$ cat src/rtl/div_unit.sv
// Multi-cycle 32-bit restoring divider for DIV/DIVU.
// Produces {remainder, quotient} after a fixed 33-cycle latency, or after 1 cycle for a zero divisor.
module div_unit (
    input  logic        clk,
    input  logic        rst,
    input  logic        signed_div_i,
    input  logic [31:0] opdata1_i,
    input  logic [31:0] opdata2_i,
    input  logic        start_i,
    input  logic        annul_i,
    output logic [63:0] result_o,
    output logic        ready_o
);

    typedef enum logic [1:0] {
        ST_FREE,
        ST_BYZERO,
        ST_ON,
        ST_END
    } state_t;

    state_t      state;
    logic [5:0]  cnt;
    logic [63:0] work;
    logic [31:0] divisor;
    logic        signed_op;
    logic        sign1;
    logic        sign2;

    logic [31:0] abs1;
    logic [31:0] abs2;
    logic [64:0] shifted;
    logic [32:0] diff;
    logic [31:0] quot_fix;
    logic [31:0] rem_fix;

    assign abs1 = (signed_div_i && opdata1_i[31]) ? -opdata1_i : opdata1_i;
    assign abs2 = (signed_div_i && opdata2_i[31]) ? -opdata2_i : opdata2_i;

    // The stored partial remainder is always below the divisor, so the 65th
    // bit only exists transiently in the shifted value.
    assign shifted = {work, 1'b0};
    assign diff    = shifted[64:32] - {1'b0, divisor};

    assign quot_fix = (signed_op && (sign1 ^ sign2)) ? -work[31:0]  : work[31:0];
    assign rem_fix  = (signed_op && sign1)           ? -work[63:32] : work[63:32];

    always_ff @(posedge clk) begin
        if (rst) begin
            state     <= ST_FREE;
            cnt       <= 6'd0;
            work      <= 64'd0;
            divisor   <= 32'd0;
            signed_op <= 1'b0;
            sign1     <= 1'b0;
            sign2     <= 1'b0;
            result_o  <= 64'd0;
            ready_o   <= 1'b0;
        end else begin
            case (state)
                ST_FREE: begin
                    ready_o  <= 1'b0;
                    result_o <= 64'd0;
                    if (start_i && !annul_i) begin
                        if (opdata2_i == 32'd0) begin
                            state <= ST_BYZERO;
                        end else begin
                            state     <= ST_ON;
                            cnt       <= 6'd0;
                            work      <= {32'd0, abs1};
                            divisor   <= abs2;
                            signed_op <= signed_div_i;
                            sign1     <= opdata1_i[31];
                            sign2     <= opdata2_i[31];
                        end
                    end
                end
                ST_BYZERO: begin
                    state    <= ST_END;
                    result_o <= 64'd0;
                    ready_o  <= 1'b1;
                end
                ST_ON: begin
                    if (annul_i) begin
                        state    <= ST_FREE;
                        ready_o  <= 1'b0;
                        result_o <= 64'd0;
                    end else if (cnt == 6'd32) begin
                        state    <= ST_END;
                        result_o <= {rem_fix, quot_fix};
                        ready_o  <= 1'b1;
                    end else begin
                        work <= diff[32] ? shifted[63:0]
                                         : {diff[31:0], shifted[31:1], 1'b1};
                        cnt  <= cnt + 6'd1;
                    end
                end
                ST_END: begin
                    if (!start_i || annul_i) begin
                        state    <= ST_FREE;
                        ready_o  <= 1'b0;
                        result_o <= 64'd0;
                    end
                end
                default: begin
                    state    <= ST_FREE;
                    ready_o  <= 1'b0;
                    result_o <= 64'd0;
                end
            endcase
        end
    end

endmodule

$ cat config.mk
export PLATFORM = sky130hd
export DESIGN_NAME = div_unit
export DESIGN_NICKNAME = d
export VERILOG_FILES = /design/src/rtl/div_unit.sv
export SDC_FILE = /design/constraint.sdc
export NUM_CORES = 1
export LEC_CHECK = 0
export CORE_MARGIN = 10
export CORE_UTILIZATION = 47
export CTS_BUF_LIST = sky130_fd_sc_hd__clkbuf_4 sky130_fd_sc_hd__clkbuf_8 sky130_fd_sc_hd__clkbuf_16
export CTS_CLUSTER_SIZE = 14
export DETAILED_ROUTE_END_ITERATION = 8
export GPL_TIMING_DRIVEN = 0
export PLACE_DENSITY_LB_ADDON = 0.25
export REMOVE_ABC_BUFFERS = 1
export SETUP_SLACK_MARGIN = 0.4
export SYNTH_ARGS = -nofsm -noshare
export SYNTH_HDL_FRONTEND = slang
export SYNTH_SLANG_ARGS = --single-unit
$ cat constraint.sdc
create_clock -name clk -period 6.03 [get_ports clk]
set_input_delay 1.206 -clock clk [delete_from_list [all_inputs] [get_ports clk]]
set_output_delay 1.206 -clock clk [all_outputs]
set_load 0.005 [all_outputs]
# Yosys cells after proc, flatten, opt, wreduce, memory -nomap -nowiden
# Cells that the tools add are included.
# totals
regBits	172
out_inout_bits	65
elab_cells	72
# op_classes
n_addsub	6
n_eq_ne	10
n_mux	29
bitwise_logic	2
reduce_logical	16
# ops
cell	n
$mux W64	8
$pmux W64 S3	1
$mux W32	4
$neg A32 Y32	4
$pmux W64 S2	1
$sub A33 B32 Y33	1
$logic_not A32 Y1	1
$mux W6	4
$pmux W6 S2	1
$mux W2	5
$ne A2 B2 Y1 const B	5
$pmux W2 S4	1
$add A6 B1 Y6 const B	1
$eq A6 B6 Y1 const B	1
$reduce_and A3 Y1	2
$logic_and A1 B1 Y1	5
$reduce_and A5 Y1	1
$eq A2 B2 Y1 const B	2
$pmux W1 S4	1
$mux W1	3
$ne A3 B3 Y1 const B	1
$eq A2 B1 Y1 const B	1
$logic_not A1 Y1	2
$logic_not A2 Y1	1
6 further kinds	6

# Logic depth before layout (Yosys ltp)
# Gate-level depths: netlist of the first run.
# depth
depth_word	6
depth_mapped	13
depth_no_buf	11

# Worst setup path after synthesis of the first run
# OpenSTA, ideal clock, no wires.
# synth_path
path_kind	input-to-reg
start	input opdata1_i[7]
end	register work[31]
setup_time_ns	0.079
t_arrival_ns	3.325
slack_ns	2.625
cell_stages	8
path_buffers	0
path_cell_list	or4_4 or3_4 or4_4 o41ai_1 nand2_1 nor2_1 a211oi_1 a211oi_2
# synth_between
elab_chain_len	5
# synth_lines
element	line_no	source
start, declared	7	input logic [31:0] opdata1_i,
$neg A32 Y32	37	assign abs1 = (signed_div_i && opdata1_i[31]) ? -opdata1_i : opdata1_i;
$mux W32	37	
$mux W64	65	if (opdata2_i == 32'd0) begin
$mux W64	64	if (start_i && !annul_i) begin
$pmux W64 S2	60	case (state)
end signal, assigned	70	work <= {32'd0, abs1};
end signal, assigned	93	work <= diff[32] ? shifted[63:0]
end, declared	24	logic [63:0] work;
# No other way between the ends. The select of a mux whose other input is x is not followed.
# A chain may end at the register's enable or synchronous reset.

# Worst setup path after layout of the first run
# layout_path
start	input opdata2_i[22]
end	register work[60]
# layout_between
elab_chain_len	3
# layout_lines
element	line_no	source
start, declared	8	input logic [31:0] opdata2_i,
$logic_not A32 Y1	65	
$ne A2 B2 Y1 (no source line)	-	
$reduce_and A5 Y1 (no source line)	-	
# No other way between the ends.

==> results of run 1 <==
sequential cells by signal (all words and copies together), names as in the netlist:
register	count
cnt	6
sign1	1
result_o	64
divisor	32
state	2
sign2	1
signed_op	1
work	64
ready_o	1
layout make-up:
type,instances,area (um^2)
sequential,172,3443
multi-input combinational,1189,7488
clock buffer,20,460.4
inverter,60,225.2
tap,324,405.4
fill,2290,10550
clock inverter,12,158.9
timing repair buffer,143,1515
worst max-delay path, delay by kind of cell:
kind            cells  cell delay, ns
simple gates        4            1.67
buf+inv             2            0.72
compound gates      4            1.09
report_power, final:
| group | internal, uW | switching (uW) |
|---|---|---|
| registers | 1240 | 113 |
| clock network | 684 | 490 |
| logic | 580 | 967 |
| total | 2500 | 1570 |
through the flow:
| stage | setup TNS [ns] | instances | utilization, % | hold WS (ns) | power, uW |
|---|---|---|---|---|---|
| 6_report | 0 | 1920 | 56.49 | 0.4512 | 4071 |
| 3_5_place_dp | 0 | 1888 | 53.93 | 0.4452 | 2893 |
| 4_1_cts | 0 | 1920 | 56.49 | 0.4538 | 4061 |
| 5_1_grt | 0 | 1920 | 56.49 | 0.4827 | 4312 |
| 3_3_place_gp | -367.07 | 1878 | 53.04 | 0.4380 | 2827 |
| 2_1_floorplan | -26.50 | 1421 | - | 0.4258 | 2400 |
final timing paths:
kind                 start            to  slack, ns
max          opdata2_i[22]      work[60]       1.69
min           result_o[36]  result_o[36]       0.45
max reg2reg       work[31]      work[36]       1.96
min reg2reg   result_o[36]  result_o[36]       0.45
layer usage:
| layer | vias to the layer above | GRT usage (%) |
|---|---|---|
| li1 | 5607 | - |
| met1 | 5211 | 28.93 |
| met2 | 344 | 31.50 |
| met3 | 18 | 3.802 |
| met4 | 0 | 4.343 |
| met5 | - | 0 |
layout by cell type, fill, tap and decap left out, types with 24 or more instances in the layout:
master           instances
xor2_1                  62
nor2_1                 168
inv_1                   60
nand3_1                 27
a21oi_1                122
ha_1                    41
a22oi_1                 49
nor3_1                  24
a211oi_1                34
o31ai_1                 32
o21ai_0                 57
clkdlybuf4s50_1        132
dfxtp_1                172
nand2_1                195
xnor2_1                 84
kinds of logic (layout without fill, tap and decap cells):
group | count (synthesis) | after routing | share of synthesized area, %
buffers and inverters | 161 | 235 | 5.418
DFF | 172 | 172 | 29.88
xor gates and xnor gates | 146 | 146 | 11.10
and+or+nand+nor | 550 | 550 | 22.29
muxes | 1 | 1 | 0.08687
adders and majority gates | 43 | 43 | 4.734
AOI/OAI and AO/OA | 449 | 449 | 26.49
==> impl_results.md, run 1 <==
- Status: finished, final reports clean
- Antenna violations before repair: 0
- Drt total wl: 33080 um
- Syn Area/Cell: 7.571 um^2
- CP max-delay cell: or4_1
- CTS resizes: 0
- Worst-Skew Late Latency: 0.43 ns
- Slew margin rel.: 9.000%
- Tmin final: 4.340 ns
- GRT Total Usage: 20.42%
- Vias in the first global route: 10255
- Worst vdd ir: 0.1830 mV
- DR vias/cell: 5.823
- Worst Path Max Fanout: 37
- F_max: 230.4 MHz
- Die area: 31180 um^2
- Synth top area share: 29.88%
- CP Class: in -> reg
- Diodes inserted: 0
- DRT iter0 DRCs: 1018
- Final period util: 71.97%
- Synth area leader: dfxtp_1
- Clock Path Buffers: 2
- DP HPWL: 24780 um
- Final slew viol count: 0
- CP Launch Type: primary input
- DRC viols: 0
- Worst-Margin Slew: 1.353 ns
- WL met3: 2344 um
- First-pass GRT wire length: 53070 um
- I/O pin count: 134
- Synthesized area: 11520 um^2
- Ys async rst share: 0%
- RePlAce Congestion: 0.9171
- IO buf count: 133
- CTS tree: done
- DR pass1 iterations: 6
- GR Overflow Total: 0
- Total number of vias: 11180
- R2R cell count: 11
- MaxCap Viol Count: 0
- Critical-path cell list: clkdlybuf4s50_1 -> or4_1 -> nor4_1 -> a41oi_1 -> o21ba_2 -> nor2_2 -> buf_8 -> nand2_1 -> o41ai_1 -> a31o_2
- Clk slew on worst S/H paths: 0.07 ns
- Clock Skews: 0.01001 ns
- Worst Setup End Kind: flip-flop
- Synthesized instance count: 1522
- Worst setup margin: 1.690 ns
- Hold Crit Depth: 2
- Post-synth EDFFs: 0
- Die height: 176.6 um
- Layout area overhead: 18.86%
- CP arrival: 4.72 ns
- # nets final: 1695
- Share of layout cells above drive strength 1: 4.762%
- Post-CTS Hold Fix Bufs: 0
- Final setup violation count: 0
- Leakage: 0.004962 uW
- Root buf cell: clkbuf_16
- Cell Area, Placed: 13080 um^2
- Max Used Layer: met4
- Most common cell in the netlist: nand2_1
- Post CTS Setup Buffer Count: 0
- Fin area: 13700 um^2
- Wire per inst: 17.23 um
- Initial Utilization: 47.52%
- Yosys cell types: 74
- Area contributors post-synth: dfxtp_1 (30%), xnor2_1 (6.4%), nand2_1 (6.4%)
- Largest net degree at the start of global routing: 108
- CTS HTree Levels: 4
- CTS Sinks: 172
- Pwr Density: 297.2 nW/um^2
- Place WS: 0.9071 ns
- RSZ-0062 raised after global routing: no
- Ys Warns: 0
- Routed met2 length: 14470 um
- Commonest cells post-synth: nand2_1 (195), dfxtp_1 (172), nor2_1 (170), a21oi_1 (122), xnor2_1 (84)
- Flip-flop and latch count after synthesis: 172
- Post-route ant nets: 0
- CTS buffer count: 17
- Sequential area share after synthesis: 29.88%
- Largest stage delay, worst path: 0.59 ns
- Die width: 176.6 um
- # rows: 57
- Final Hold Fails: 0
- Core Region: 24250 um^2
- Critical Path RT: 6.41 ns
- Met1 WL: 15990 um
- Main synth FF type: dfxtp_1
- Min-Delay Path Class: reg -> reg
No activity file was read; power rests on OpenSTA's default activity.
==> inputs of run 2 (changes only) <==
Clock period 6.03 ns to 3.65 ns, I/O delays scaled along.
==> run 2 against run 1 <==
Against the previous run:
- first-iteration DRC count up 7.2%
- wire length up 4.5%
- largest cell class unchanged
- combinational power rose by 78%
- clock-buffer cell count is the same
- highest routed layer unchanged
- sequential power is 65% higher
- critical path depth decreased by 1
- worst hold slack worse by 0.00099 ns
- power is 70% higher
- clock skew fell by 0.00069 ns
- cell area rose by 3.2%
- global-route usage rose by 0.48 points
==> impl_results.md, run 2 (synthesis gave the netlist of run 1 again) <==
- Final Hold Fails: 0
- DR pass1 iterations: 6
- Drt total wl: 34560 um
- Buf+Inv Stages, Crit Path: 1
- Min-Delay Path Class: reg -> reg
- GRT Total Usage: 20.89%
- Die height: 176.6 um
- # rows: 57
- Critical-path cell list: clkdlybuf4s50_1 -> or4_4 -> or3_4 -> or4_4 -> o41ai_1 -> nand2_1 -> nor2_1 -> a211oi_1 -> a211oi_2
- P_sw: 2708 uW
- # nets final: 1718
- Share of layout cells above drive strength 1: 7.968%
- Minimum hold slack: 0.4502 ns
- Most used cell along the critical path: or4_4
- Critical Path RT: 4.00 ns
- DR vias/cell: 5.883
- Cell Area, Placed: 13080 um^2
- Antenna violations before repair: 0
- CTS tree: done
- Total number of vias: 11431
- Leading cell type in the layout, fill and taps excluded: nand2_1
- CP Class: in -> reg
- Largest net degree at the start of global routing: 108
- Post-route ant nets: 0
- CP arrival: 3.60 ns
- Met2 Use GR: 32.20%
- DRC viols: 0
- Status: finished, final reports clean
- IO buf count: 133
- Clk pwr share: 28.0%
- Worst setup margin: 0.4043 ns
- Die area: 31180 um^2
- GR Overflow Total: 0
- Worst vdd ir: 0.3101 mV
- Crit path max-delay family: simple AND/OR/NAND/NOR gates
- Root buf cell: clkbuf_16
- Diodes inserted: 0
- Pwr Density: 490.6 nW/um^2
- Fin area: 14130 um^2
- Final setup violation count: 0
- RePlAce Congestion: 0.9171
- CTS HTree Levels: 4
- GRT busiest layer: met2
- Post-CTS Hold Fix Bufs: 0
- Most frequent cells in the layout: nand2_1 (194), dfxtp_1 (169), nor2_1 (166)
- Comb pwr share: 39.8%
- F_max: 308.1 MHz
- Place WS: -0.9969 ns
- Layout area overhead: 22.66%
- Largest regs: result_o: 64 flops, work: 64 flops, divisor: 32 flops
- M1 GR Usage: 29.49%
- Sw Share: 39.05%
- Die width: 176.6 um
- Core Region: 24250 um^2
- Worst Path Max Fanout: 5
- Largest stage delay, worst path: 0.59 ns
- Clk slew on worst S/H paths: 0.07 ns
- Final core occ: 58.29%
- I/O pin count: 134
- Final slew viol count: 0
- Initial Utilization: 47.52%
- Worst-Margin Slew: 1.145 ns
- P_int: 4227 uW
- Final period util: 88.92%
- Worst-Skew Late Latency: 0.43 ns
- DRT iter0 DRCs: 1091
- CTS buffer count: 17
- GRT met3 Usage: 4.058%
- Tmin final: 3.246 ns
- Vias in the first global route: 10440
- Slew margin rel.: 23.50%
- CTS Sinks: 172
- CP Launch Type: primary input
- Leakage: 0.005147 uW
- DP HPWL: 24780 um
- First-pass GRT wire length: 54170 um
- Clock Skews: 0.009318 ns
- Seq pwr share: 32.2%
- Clock Path Buffers: 2
- Wire per inst: 17.79 um
- DP Cell Count: 1888
- RSZ-0062 raised after global routing: yes
- MaxCap Viol Count: 0
- Fin cells: 1943
- Worst Setup End Kind: flip-flop
- CP max-delay cell: or4_4
run 2: changes by cell type in the layout (fill, tap and decap cells not counted), sizes merged:
cell	before	now
a21oi	124	125
or2	6	7
and3	10	12
clkdlybuf4s50	132	130
buf	11	30
dlymetal6s2s	0	2
run 2: path summary, 6_finish.rpt:
check	from	endpoint	slack, ns	cells past startpoint
worst max-delay path	opdata1_i[7]	work[31]	0.40	9
worst min-delay path	result_o[32]	result_o[32]	0.45	2
worst max register to register	work[57]	work[34]	0.52	9
worst min register to register	result_o[32]	result_o[32]	0.45	2
run 2: power by group through the flow:
stage,Sequential [uW],Combinational [uW],Clock [uW]
4_1_cts,2220,2630,1960
3_5_place_dp,2270,2510,0
3_3_place_gp,2260,2410,0
2_1_floorplan,2220,1750,0
5_1_grt,2260,3020,2050
6_report,2230,2760,1940
run 2: routing by layer:
layer,vias up,share of wire [%]
met4,0,1.1
met5,-,0
met2,393,44
li1,5662,-
met3,37,7.1
met1,5339,48
run 2: through the flow:
step,setup TNS (ns),power (uW)
after global routing,0,7326
after global placement,-711.12,4670
final,0,6935
after CTS,0,6809
after floorplan,-162.96,3964
after detailed placement,-49.81,4780
run 2: area by class of cell:
class	instances	area, um^2
fill	2235	10110
inverter	60	225.2
sequential	172	3447
multi-input combinational	1193	7765
clock inverter	12	158.9
clock buffer	20	460.4
timing repair buffer	162	1673
tap	324	405.4
run 2: worst reg2reg max path: cells and delay by family (launching register included):
kind,cells,cell delay (ns)
AOI/OAI and AO/OA,2,0.55
adders and majority gates,1,0.52
buffers and inverters,2,0.33
DFF,1,0.40
and+or+nand+nor,4,1.21
run 2: repair_timing:
action | in CTS | in global routing
pin swaps | 6 | 9
endpoints found under the setup margin | 89 | 72
cloned | 2 | 3
gates resized for setup | 23 | 29
setup buffers | 6 | 12
